==> src/rtl/pipe_ctrl_pkg.sv <==
// Shared types for the pipeline sequencer: FSM states, the bubble instruction and the control bundle.
package pipe_ctrl_pkg;

    typedef enum logic [1:0] {
        BOOT,
        RUN,
        FLUSH,
        HALT
    } state_e;

    localparam logic [31:0] NOP_INST = 32'h0000_0013;

    typedef struct packed {
        logic pc_en;
        logic pc_sel;
        logic ifdc_en;
        logic ifdc_bubble;
        logic dcex_en;
        logic dcex_bubble;
    } ctrl_t;

    localparam ctrl_t CTRL_RUN  = '{pc_en: 1'b1, pc_sel: 1'b0, ifdc_en: 1'b1, ifdc_bubble: 1'b0,
                                    dcex_en: 1'b1, dcex_bubble: 1'b0};
    localparam ctrl_t CTRL_BOOT = '{pc_en: 1'b0, pc_sel: 1'b0, ifdc_en: 1'b1, ifdc_bubble: 1'b1,
                                    dcex_en: 1'b1, dcex_bubble: 1'b1};
    localparam ctrl_t CTRL_HOLD = '{pc_en: 1'b0, pc_sel: 1'b0, ifdc_en: 1'b0, ifdc_bubble: 1'b0,
                                    dcex_en: 1'b0, dcex_bubble: 1'b0};

endpackage

==> src/rtl/pipe_ctrl_if.sv <==
// Datapath-facing bundle of the pipeline sequencer; master is the controller, slave the datapath.
interface pipe_ctrl_if;

    logic        imem_ready;
    logic        dc_load_use;
    logic        ex_busy;
    logic        ex_redirect;
    logic [31:0] ex_target;
    logic        halt_req;
    logic        resume;

    logic        pc_en;
    logic        pc_sel;
    logic [31:0] redirect_pc;
    logic        ifdc_en;
    logic        ifdc_bubble;
    logic        dcex_en;
    logic        dcex_bubble;
    logic        halted;

    modport master (
        input  imem_ready, dc_load_use, ex_busy, ex_redirect, ex_target, halt_req, resume,
        output pc_en, pc_sel, redirect_pc, ifdc_en, ifdc_bubble, dcex_en, dcex_bubble, halted
    );

    modport slave (
        output imem_ready, dc_load_use, ex_busy, ex_redirect, ex_target, halt_req, resume,
        input  pc_en, pc_sel, redirect_pc, ifdc_en, ifdc_bubble, dcex_en, dcex_bubble, halted
    );

endinterface

==> src/rtl/pipe_ctrl_perf.sv <==
// Stall and redirect performance counters for pipe_ctrl; present only when PIPE_CTRL_PERF_EN is defined.
`ifdef PIPE_CTRL_PERF_EN
module pipe_ctrl_perf #(
    parameter int unsigned CNT_W = 32
) (
    input  logic             clk,
    input  logic             rst_n,
    input  logic             stall_i,
    input  logic             flush_i,
    output logic [CNT_W-1:0] stall_cnt_o,
    output logic [CNT_W-1:0] flush_cnt_o
);

    logic [CNT_W-1:0] stall_q, stall_d;
    logic [CNT_W-1:0] flush_q, flush_d;

    // Both counters wrap naturally at 2^CNT_W.
    always_comb begin
        stall_d = stall_q + CNT_W'(stall_i);
        flush_d = flush_q + CNT_W'(flush_i);
    end

    always_ff @(posedge clk or negedge rst_n) begin
        if (!rst_n) begin
            stall_q <= '0;
            flush_q <= '0;
        end else begin
            stall_q <= stall_d;
            flush_q <= flush_d;
        end
    end

    assign stall_cnt_o = stall_q;
    assign flush_cnt_o = flush_q;

endmodule
`endif

==> src/rtl/pipe_ctrl.sv <==
// Pipeline sequencer: one prioritized set of PC / IF-DC / DC-EX controls per cycle.
// Optional perf counters are built when PIPE_CTRL_PERF_EN is defined.
module pipe_ctrl
    import pipe_ctrl_pkg::*;
#(
    parameter int unsigned FETCH_LAT = 1
`ifdef PIPE_CTRL_PERF_EN
    , parameter int unsigned CNT_W = 32
`endif
) (
    input  logic        clk,
    input  logic        rst_n,
    pipe_ctrl_if.master bus
`ifdef PIPE_CTRL_PERF_EN
    , output logic [CNT_W-1:0] stall_cnt_o
    , output logic [CNT_W-1:0] flush_cnt_o
`endif
);

    localparam logic [2:0] SQZ_INIT = 3'(FETCH_LAT);

    state_e      state_q, state_d;
    logic [2:0]  sqz_q, sqz_d;
    logic [31:0] redir_q, redir_d;
    ctrl_t       ctrl;

    // Next state and controls; a redirect is honoured in RUN and also restarts an ongoing FLUSH.
    always_comb begin
        state_d = state_q;
        sqz_d   = sqz_q;
        redir_d = redir_q;
        ctrl    = CTRL_RUN;
        unique case (state_q)
            BOOT: begin
                ctrl    = CTRL_BOOT;
                state_d = RUN;
            end
            RUN: begin
                if (bus.halt_req) begin
                    ctrl    = CTRL_HOLD;
                    state_d = HALT;
                end else if (bus.ex_busy) begin
                    ctrl = CTRL_HOLD;
                end else if (bus.ex_redirect) begin
                    ctrl.pc_sel      = 1'b1;
                    ctrl.ifdc_bubble = 1'b1;
                    ctrl.dcex_bubble = 1'b1;
                    redir_d          = bus.ex_target;
                    if (FETCH_LAT != 0) begin
                        sqz_d   = SQZ_INIT;
                        state_d = FLUSH;
                    end
                end else if (bus.dc_load_use) begin
                    ctrl.pc_en       = 1'b0;
                    ctrl.ifdc_en     = 1'b0;
                    ctrl.dcex_bubble = 1'b1;
                end else if (!bus.imem_ready) begin
                    ctrl.pc_en       = 1'b0;
                    ctrl.ifdc_bubble = 1'b1;
                end
            end
            FLUSH: begin
                if (bus.ex_redirect && !bus.ex_busy) begin
                    ctrl.pc_sel      = 1'b1;
                    ctrl.ifdc_bubble = 1'b1;
                    ctrl.dcex_bubble = 1'b1;
                    redir_d          = bus.ex_target;
                    sqz_d            = SQZ_INIT;
                end else begin
                    ctrl.pc_en       = bus.imem_ready;
                    ctrl.ifdc_bubble = 1'b1;
                    ctrl.dcex_en     = !bus.ex_busy;
                    if (bus.imem_ready) begin
                        sqz_d = sqz_q - 3'd1;
                        if (sqz_q == 3'd1) begin
                            state_d = RUN;
                        end
                    end
                end
            end
            HALT: begin
                ctrl = CTRL_HOLD;
                if (bus.resume && !bus.halt_req) begin
                    state_d = RUN;
                end
            end
        endcase
    end

    always_ff @(posedge clk or negedge rst_n) begin
        if (!rst_n) begin
            state_q <= BOOT;
            sqz_q   <= '0;
            redir_q <= '0;
        end else begin
            state_q <= state_d;
            sqz_q   <= sqz_d;
            redir_q <= redir_d;
        end
    end

    assign bus.pc_en       = ctrl.pc_en;
    assign bus.pc_sel      = ctrl.pc_sel;
    assign bus.ifdc_en     = ctrl.ifdc_en;
    assign bus.ifdc_bubble = ctrl.ifdc_bubble;
    assign bus.dcex_en     = ctrl.dcex_en;
    assign bus.dcex_bubble = ctrl.dcex_bubble;
    assign bus.redirect_pc = redir_q;
    assign bus.halted      = (state_q == HALT);

`ifdef PIPE_CTRL_PERF_EN
    // BOOT is the reset shadow rather than a pipeline stall, so only RUN/FLUSH cycles are counted.
    pipe_ctrl_perf #(
        .CNT_W (CNT_W)
    ) u_perf (
        .clk         (clk),
        .rst_n       (rst_n),
        .stall_i     (!ctrl.pc_en && (state_q == RUN || state_q == FLUSH)),
        .flush_i     (ctrl.pc_sel),
        .stall_cnt_o (stall_cnt_o),
        .flush_cnt_o (flush_cnt_o)
    );
`endif

endmodule
==> src/flat_wrapper.sv <==
// flat-port wrapper written by rule: the top's interface ports become plain ports
module pipe_ctrl_flat import pipe_ctrl_pkg::*;
#(
    parameter int unsigned FETCH_LAT = 1

)
  (clk, rst_n, bus_imem_ready, bus_dc_load_use, bus_ex_busy, bus_ex_redirect, bus_ex_target, bus_halt_req, bus_resume, bus_pc_en, bus_pc_sel, bus_redirect_pc, bus_ifdc_en, bus_ifdc_bubble, bus_dcex_en, bus_dcex_bubble, bus_halted);
  pipe_ctrl_if bus_i ();
  input  logic clk;
  input  logic rst_n;
  input wire logic [$bits(bus_i.imem_ready)-1:0] bus_imem_ready;
  input wire logic [$bits(bus_i.dc_load_use)-1:0] bus_dc_load_use;
  input wire logic [$bits(bus_i.ex_busy)-1:0] bus_ex_busy;
  input wire logic [$bits(bus_i.ex_redirect)-1:0] bus_ex_redirect;
  input wire logic [$bits(bus_i.ex_target)-1:0] bus_ex_target;
  input wire logic [$bits(bus_i.halt_req)-1:0] bus_halt_req;
  input wire logic [$bits(bus_i.resume)-1:0] bus_resume;
  output wire logic [$bits(bus_i.pc_en)-1:0] bus_pc_en;
  output wire logic [$bits(bus_i.pc_sel)-1:0] bus_pc_sel;
  output wire logic [$bits(bus_i.redirect_pc)-1:0] bus_redirect_pc;
  output wire logic [$bits(bus_i.ifdc_en)-1:0] bus_ifdc_en;
  output wire logic [$bits(bus_i.ifdc_bubble)-1:0] bus_ifdc_bubble;
  output wire logic [$bits(bus_i.dcex_en)-1:0] bus_dcex_en;
  output wire logic [$bits(bus_i.dcex_bubble)-1:0] bus_dcex_bubble;
  output wire logic [$bits(bus_i.halted)-1:0] bus_halted;
  assign bus_i.imem_ready = bus_imem_ready;
  assign bus_i.dc_load_use = bus_dc_load_use;
  assign bus_i.ex_busy = bus_ex_busy;
  assign bus_i.ex_redirect = bus_ex_redirect;
  assign bus_i.ex_target = bus_ex_target;
  assign bus_i.halt_req = bus_halt_req;
  assign bus_i.resume = bus_resume;
  assign bus_pc_en = bus_i.pc_en;
  assign bus_pc_sel = bus_i.pc_sel;
  assign bus_redirect_pc = bus_i.redirect_pc;
  assign bus_ifdc_en = bus_i.ifdc_en;
  assign bus_ifdc_bubble = bus_i.ifdc_bubble;
  assign bus_dcex_en = bus_i.dcex_en;
  assign bus_dcex_bubble = bus_i.dcex_bubble;
  assign bus_halted = bus_i.halted;
  pipe_ctrl #(.FETCH_LAT(FETCH_LAT)) u_core (.clk(clk), .rst_n(rst_n), .bus(bus_i));
endmodule
==> config.mk <==
export PLATFORM = sky130hd
export DESIGN_NAME = pipe_ctrl_flat
export DESIGN_NICKNAME = d
export VERILOG_FILES = /design/src/rtl/pipe_ctrl_pkg.sv /design/src/rtl/pipe_ctrl_if.sv /design/src/rtl/pipe_ctrl_perf.sv /design/src/rtl/pipe_ctrl.sv /design/src/flat_wrapper.sv
export SDC_FILE = /design/constraint.sdc
export NUM_CORES = 1
export LEC_CHECK = 0
export ABC_AREA = 1
export BUFFER_PORTS_ARGS = -buffer_cell sky130_fd_sc_hd__buf_2
export CORE_MARGIN = 5
export CORE_UTILIZATION = 28
export DETAILED_ROUTE_END_ITERATION = 12
export GPL_TIMING_DRIVEN = 0
export MAX_ROUTING_LAYER = met4
export PLACE_DENSITY_LB_ADDON = 0.15
export RECOVER_POWER = 100
export SYNTH_ARGS = -nofsm -noshare
export SYNTH_HDL_FRONTEND = slang
export SYNTH_SLANG_ARGS = --single-unit
==> constraint.sdc <==
create_clock -name clk -period 3.04 [get_ports clk]
set_clock_uncertainty 0.05 [all_clocks]
set_input_delay 0.912 -clock clk [delete_from_list [all_inputs] [get_ports clk]]
set_output_delay 0.912 -clock clk [all_outputs]
set_load 0.01 [all_outputs]
== Word level (Yosys, flattened, before mapping) ==
Index checks and enable logic that the tools add are counted.

* Add/sub/neg operators: 1
* Equality and inequality tests: 15
* Multiplexer cells: 40
* Reduce and logical (&&, ||, !) cells: 10

{| class="wikitable"
|+ Operator list
! operator !! count
|-
| two-way mux 32 bit || 4
|-
| one-hot mux 32 bit (2 select lines) || 1
|-
| two-way mux 1 bit || 16
|-
| two-way mux 3 bit || 5
|-
| two-way mux 2 bit || 7
|-
| one-hot mux 3 bit (4 select lines) || 1
|-
| inequality test 2 bit, second input constant || 5
|-
| AND reduction 5 bit || 2
|-
| one-hot mux 2 bit (4 select lines) || 1
|-
| two-way mux 6 bit || 1
|-
| inequality test 2 x 1 -> 1 bit, second input constant || 3
|-
| inequality test 3 bit, second input constant || 2
|-
| one-hot mux 2 bit (3 select lines) || 1
|-
| one-hot mux 3 bit (2 select lines) || 1
|-
| AND reduction 6 bit || 1
|-
| equality test 2 bit, second input constant || 2
|-
| two-way mux 4 bit || 1
|-
| equality test 3 x 1 -> 1 bit, second input constant || 1
|-
| inequality test 3 x 2 -> 1 bit, second input constant || 1
|-
| subtractor 3 x 1 -> 3 bit, second input constant || 1
|-
| equality test 2 x 1 -> 1 bit, second input constant || 1
|-
| logical AND 1 bit || 2
|-
| logical NOT 1 bit || 2
|-
| logical NOT 2 bit || 1
|-
| 3 further kinds || 3
|}

* Register bits after elaboration: 37
* Input port bits: 40
* Output and inout bits: 39
* Word-level logic and storage cells: 69

== Depth between registers and ports, before layout ==
* Depth in word-level cells: 6
* Gate-level depth with buffers: 10
* Mapped depth without buffers: 10

== Worst setup path after synthesis ==
Ideal clock, no wire load.

* Kind: in2out
* Start: input port bus_halt_req
* End: output port bus_ifdc_bubble
* Arrival: 1.498 ns
* Data required time: 2.078 ns
* Setup slack: 0.580 ns
* Stages on the path: 5
* Buffers on the path: 0
* Cells stage by stage: inv_1 -> nand2_2 -> nor2_1 -> nand2_1 -> o21ai_0

* Word-level cells in the longest chain between the ends: 2

{| class="wikitable"
|+ RTL lines
! item !! RTL line !! source
|-
| start: declaration || flat_wrapper.sv:16 || <nowiki>input wire logic [$bits(bus_i.halt_req)-1:0] bus_halt_req;</nowiki>
|-
| two-way mux 6 bit || pipe_ctrl.sv:39 || <nowiki>if (bus.halt_req) begin</nowiki>
|-
| one-hot mux 3 bit (4 select lines) || pipe_ctrl.sv:33 || <nowiki>unique case (state_q)</nowiki>
|-
| end: declaration || flat_wrapper.sv:22 || <nowiki>output wire logic [$bits(bus_i.ifdc_bubble)-1:0] bus_ifdc_bubble;</nowiki>
|}

Every way passes these cells.

== Final worst setup path ==
* Start: register u_core.state_q[1]
* End: output port bus_pc_sel

* Word-level cells in the longest chain between the ends: 3
* Elaborated cells on any way between the ends: 6
* Those cells by class: eq/ne (3); mux (1); reduce/logical (2)

{| class="wikitable"
|+ RTL lines
! item !! RTL line !! source
|-
| start: declaration || pipe_ctrl.sv:22 || <nowiki>state_e state_q, state_d;</nowiki>
|-
| start signal: assignment || pipe_ctrl.sv:96 || <nowiki>state_q <= state_d;</nowiki>
|-
| equality test 2 bit / logical NOT 2 bit (equally long branches) || pipe_ctrl.sv:33 ||
|-
| OR reduction 2 bit (no source line) || - ||
|-
| one-hot mux 2 bit (3 select lines) * || pipe_ctrl.sv:33 ||
|-
| end: declaration || flat_wrapper.sv:19 || <nowiki>output wire logic [$bits(bus_i.pc_sel)-1:0] bus_pc_sel;</nowiki>
|}

Mark *: on every way between the ends. The rest lies on a longest branch, timed or not.

==> results.md <==
* Outcome: finished, violations left
* Failing checks: capacitance limit, slew limit
* Worst EP arrival at 1.86 ns
* Gate Count Post-Synth at 211
* Site Rows at 28
* Die ar. at 7780 um2
* Max-slew headroom at -34.5%
* Number of cells upsized or downsized after cts at 0
* Register area share after synthesis at 54.1%
* Stages on the worst setup path at 8
* Slew @ Worst Pin at 2.02 ns
* Fin nets at about 340
* Final GP Congestion at 0.775
* Final period utilization at 92.7%
* Core Area at 5920 um2
* Crit-path max cell delay at between 0.4 and 0.5 ns
* #FFs+latches synth at 37
* Clock buffer depth at 2
* Post-route ant nets at 0
* Routed len/inst at 11.6 um
* CP required at 2.08 ns
* Setup TNS at 0 ns
* Power Internal at roughly 1300 uW
* Synth warn at 0
* WL final at 4.30 mm
* Combinational share of power at between 40% and 50%
* Vias in the first global route at 1500
* Total routing usage reported by global routing at ~12%
* IO Count at 79
* Final Max Tran Viols at 38
* Crit path capture type: output pin
* Sequential share of power at 40.1%
* # Max-Cap Violations at 1
* CP top delay family: buffers and inverters
* First-pass DRT Iterations at 4
* Buffers on Ports at 78
* Final min period at 2.82 ns
* CTS Root Cell: clkbuf_8
* Hold Path Depth at 2
* Max stage delay cell, worst path: dfrtp_1
* Setup-failing EPs final at 0
* Fmax at around 0.35 GHz
* Leakage at 0.00122 uW
* M1 GR Usage at between 15 and 20%
* First DRT Iteration DRCs at 42
* Type of the most critical hold path: flip-flop to flip-flop
* Busiest layer in global routing: met2
* HPWL Detailed at about 3.2 mm
* Routed via count at 1542
* Initial antenna violation count at 0
* CP Launch Type: flip-flop
* Insertion delay to the later sink of the worst-skew pair at 0.29 ns
* Reg2Reg Setup Slack at 1.18 ns
* Die W at between 80 and 90 um
* Post-Syn Area at 1710 um2
* Buffer count from post-CTS setup fixing at 0
* Sw frac at 41.0%
* CTS Sinks at 37
* Worst IR Drop VDD at ~0.29 mV
* Starting Density at 28.9%
* Global-route wire length before repair at between 7 and 8 mm
* Clock power share at a little under a fifth
* TritonCTS Buffers at 5
* Netlist cell types at 19
* GRT met2 Usage at 17.9%
* Final worst slack at 0.221 ns
* Multi-input logic area at 677 um2
* Vias per cell at 4.15
* CP Cell Sequence: inv_1, ha_1, nand2_2, o21ai_2, nand2_2, clkinv_4, buf_8, buf_2
* CP dominant cell by count: nand2_2
* M3 GR Usage at 3.63%
* Vert. Die Dim at 88.2 um
* Critical path buffers and inverters at 4
* H-tree Lvls at 2
* Fill cell count at 649
* Largest net degree at the start of global routing at 38
* Post-Place Worst Slack at ~0.26 ns
* Antenna Cells at 0
* GRT overflow at 0
* Syn avg cell area at roughly 8 um2
* Clock transition at the registers of the reported paths at 0.08 ns
* Hold Violations, Final at 0
* Largest fanout on the critical path at 10
* Remaining DRCs at 0
* CTS tree: yes
* Syn_nets at 257
* Area grow syn2layout at 31.3%
* Psw at 877 uW
* Register Area at just over 900 um2
* Critical path class: flip-flop to output pin
* CTS Hold Bufs at 0
* Reg2reg path depth at 8
* Pwr dens at between 900 and 1000 nW/um2
* RSZ-0062 raised after global routing: no
* Layout cells sized above 1 at 19.2%
cell families (layout without fill, tap and decap cells):
logic type / count (synthesis) / after routing / share of synthesized area (%)
buf+inv: 20 / 106 / 6.43
xor+xnor: 1 / 1 / 0.511
simple gates: 134 / 134 / 30.5
flops: 37 / 37 / 54.1
fa+ha+maj: 6 / 6 / 4.38
compound gates: 13 / 13 / 4.09
Yosys cell counts:
master / n / area, um2
nor2_4: 1 / 11.3
nor3_1: 1 / 5.00
ha_1: 6 / 75.1
nand2_2: 2 / 12.5
buf_8: 1 / 15.0
o21ai_2: 1 / 8.76
a21oi_1: 2 / 10.0
buf_6: 2 / 22.5
inv_2: 2 / 7.51
xor2_1: 1 / 8.76
o21ai_0: 9 / 45.0
o22ai_1: 1 / 6.26
nand3_1: 5 / 25.0
clkinv_4: 1 / 8.76
buf_2: 3 / 15.0
inv_1: 11 / 41.3
dfrtp_1: 37 / 926
nor2_1: 5 / 18.8
nand2_1: 120 / 450
power by group through the flow:
stage / Combinational [uW] / Clock [uW] / Sequential [uW]
CTS: 983 / 409 / 854
finish: 891 / 391 / 858
global placement: 969 / 0 / 861
global route: 1030 / 432 / 892
floorplan: 490 / 0 / 947
detailed placement: 983 / 0 / 856
per-layer routing:
layer	wire length, um	vias up
li1	-	810
met1	1980	681
met2	2000	45
met3	281	6
met4	31	0
met5	0	-
state kept, by name (all words and copies together) (netlist names):
name                    cells
u_core.state_q              2
u_core.sqz_q                3
u_core.bus.redirect_pc     32
worst reg2reg max path, cell delays in order (launching register included):
cell	delay [ns]
dfrtp_1	0.42
inv_1	0.08
ha_1	0.29
nand2_2	0.16
o21ai_2	0.07
nand2_2	0.15
clkbuf_1	0.40
nand2_1	0.09
nand2_1	0.08
metrics by stage:
step	area, um2	total power (uW)	cells	hold slack, ns	utilization [%]
after floorplan	1710	1440	211	0.403	-
after global placement	2200	1830	364	0.406	37.1
after detailed placement	2200	1840	364	0.410	37.1
after CTS	2300	2250	372	0.433	38.9
after global routing	2250	2350	372	0.450	38.0
final	2250	2140	372	0.433	38.0
cell usage in the layout, fill, tap and decap left out, drive strengths merged:
cell type,netlist,final
nor3,1,1
clkinv,1,1
o21ai,10,10
inv,13,14
clkbuf,0,49
ha,6,6
xor2,1,1
nor2,6,6
a21oi,2,2
dfrtp,37,37
o22ai,1,1
buf,6,42
nand2,122,122
nand3,5,5
final timing paths:
path | startpoint | end
min | u_core.bus.redirect_pc[28] | u_core.bus.redirect_pc[28]
min reg2reg | u_core.bus.redirect_pc[28] | u_core.bus.redirect_pc[28]
min in group asynchronous | rst_n | u_core.bus.redirect_pc[30]
max in group asynchronous | rst_n | u_core.state_q[1]
max reg2reg | u_core.state_q[1] | u_core.bus.redirect_pc[1]
max | u_core.state_q[1] | bus_pc_sel
layout make-up:
class | instances | share of cell area [%]
Tap cell | 75 | 4.17
Inverter | 14 | 2.56
Clock buffer | 7 | 4.28
Timing Repair Buffer | 78 | 15.2
Buffer | 6 | 2.17
Multi-Input combinational cell | 154 | 30.1
Clock inverter | 1 | 0.389
Sequential cell | 37 | 41.2
Power figures use the tool's default switching activity.
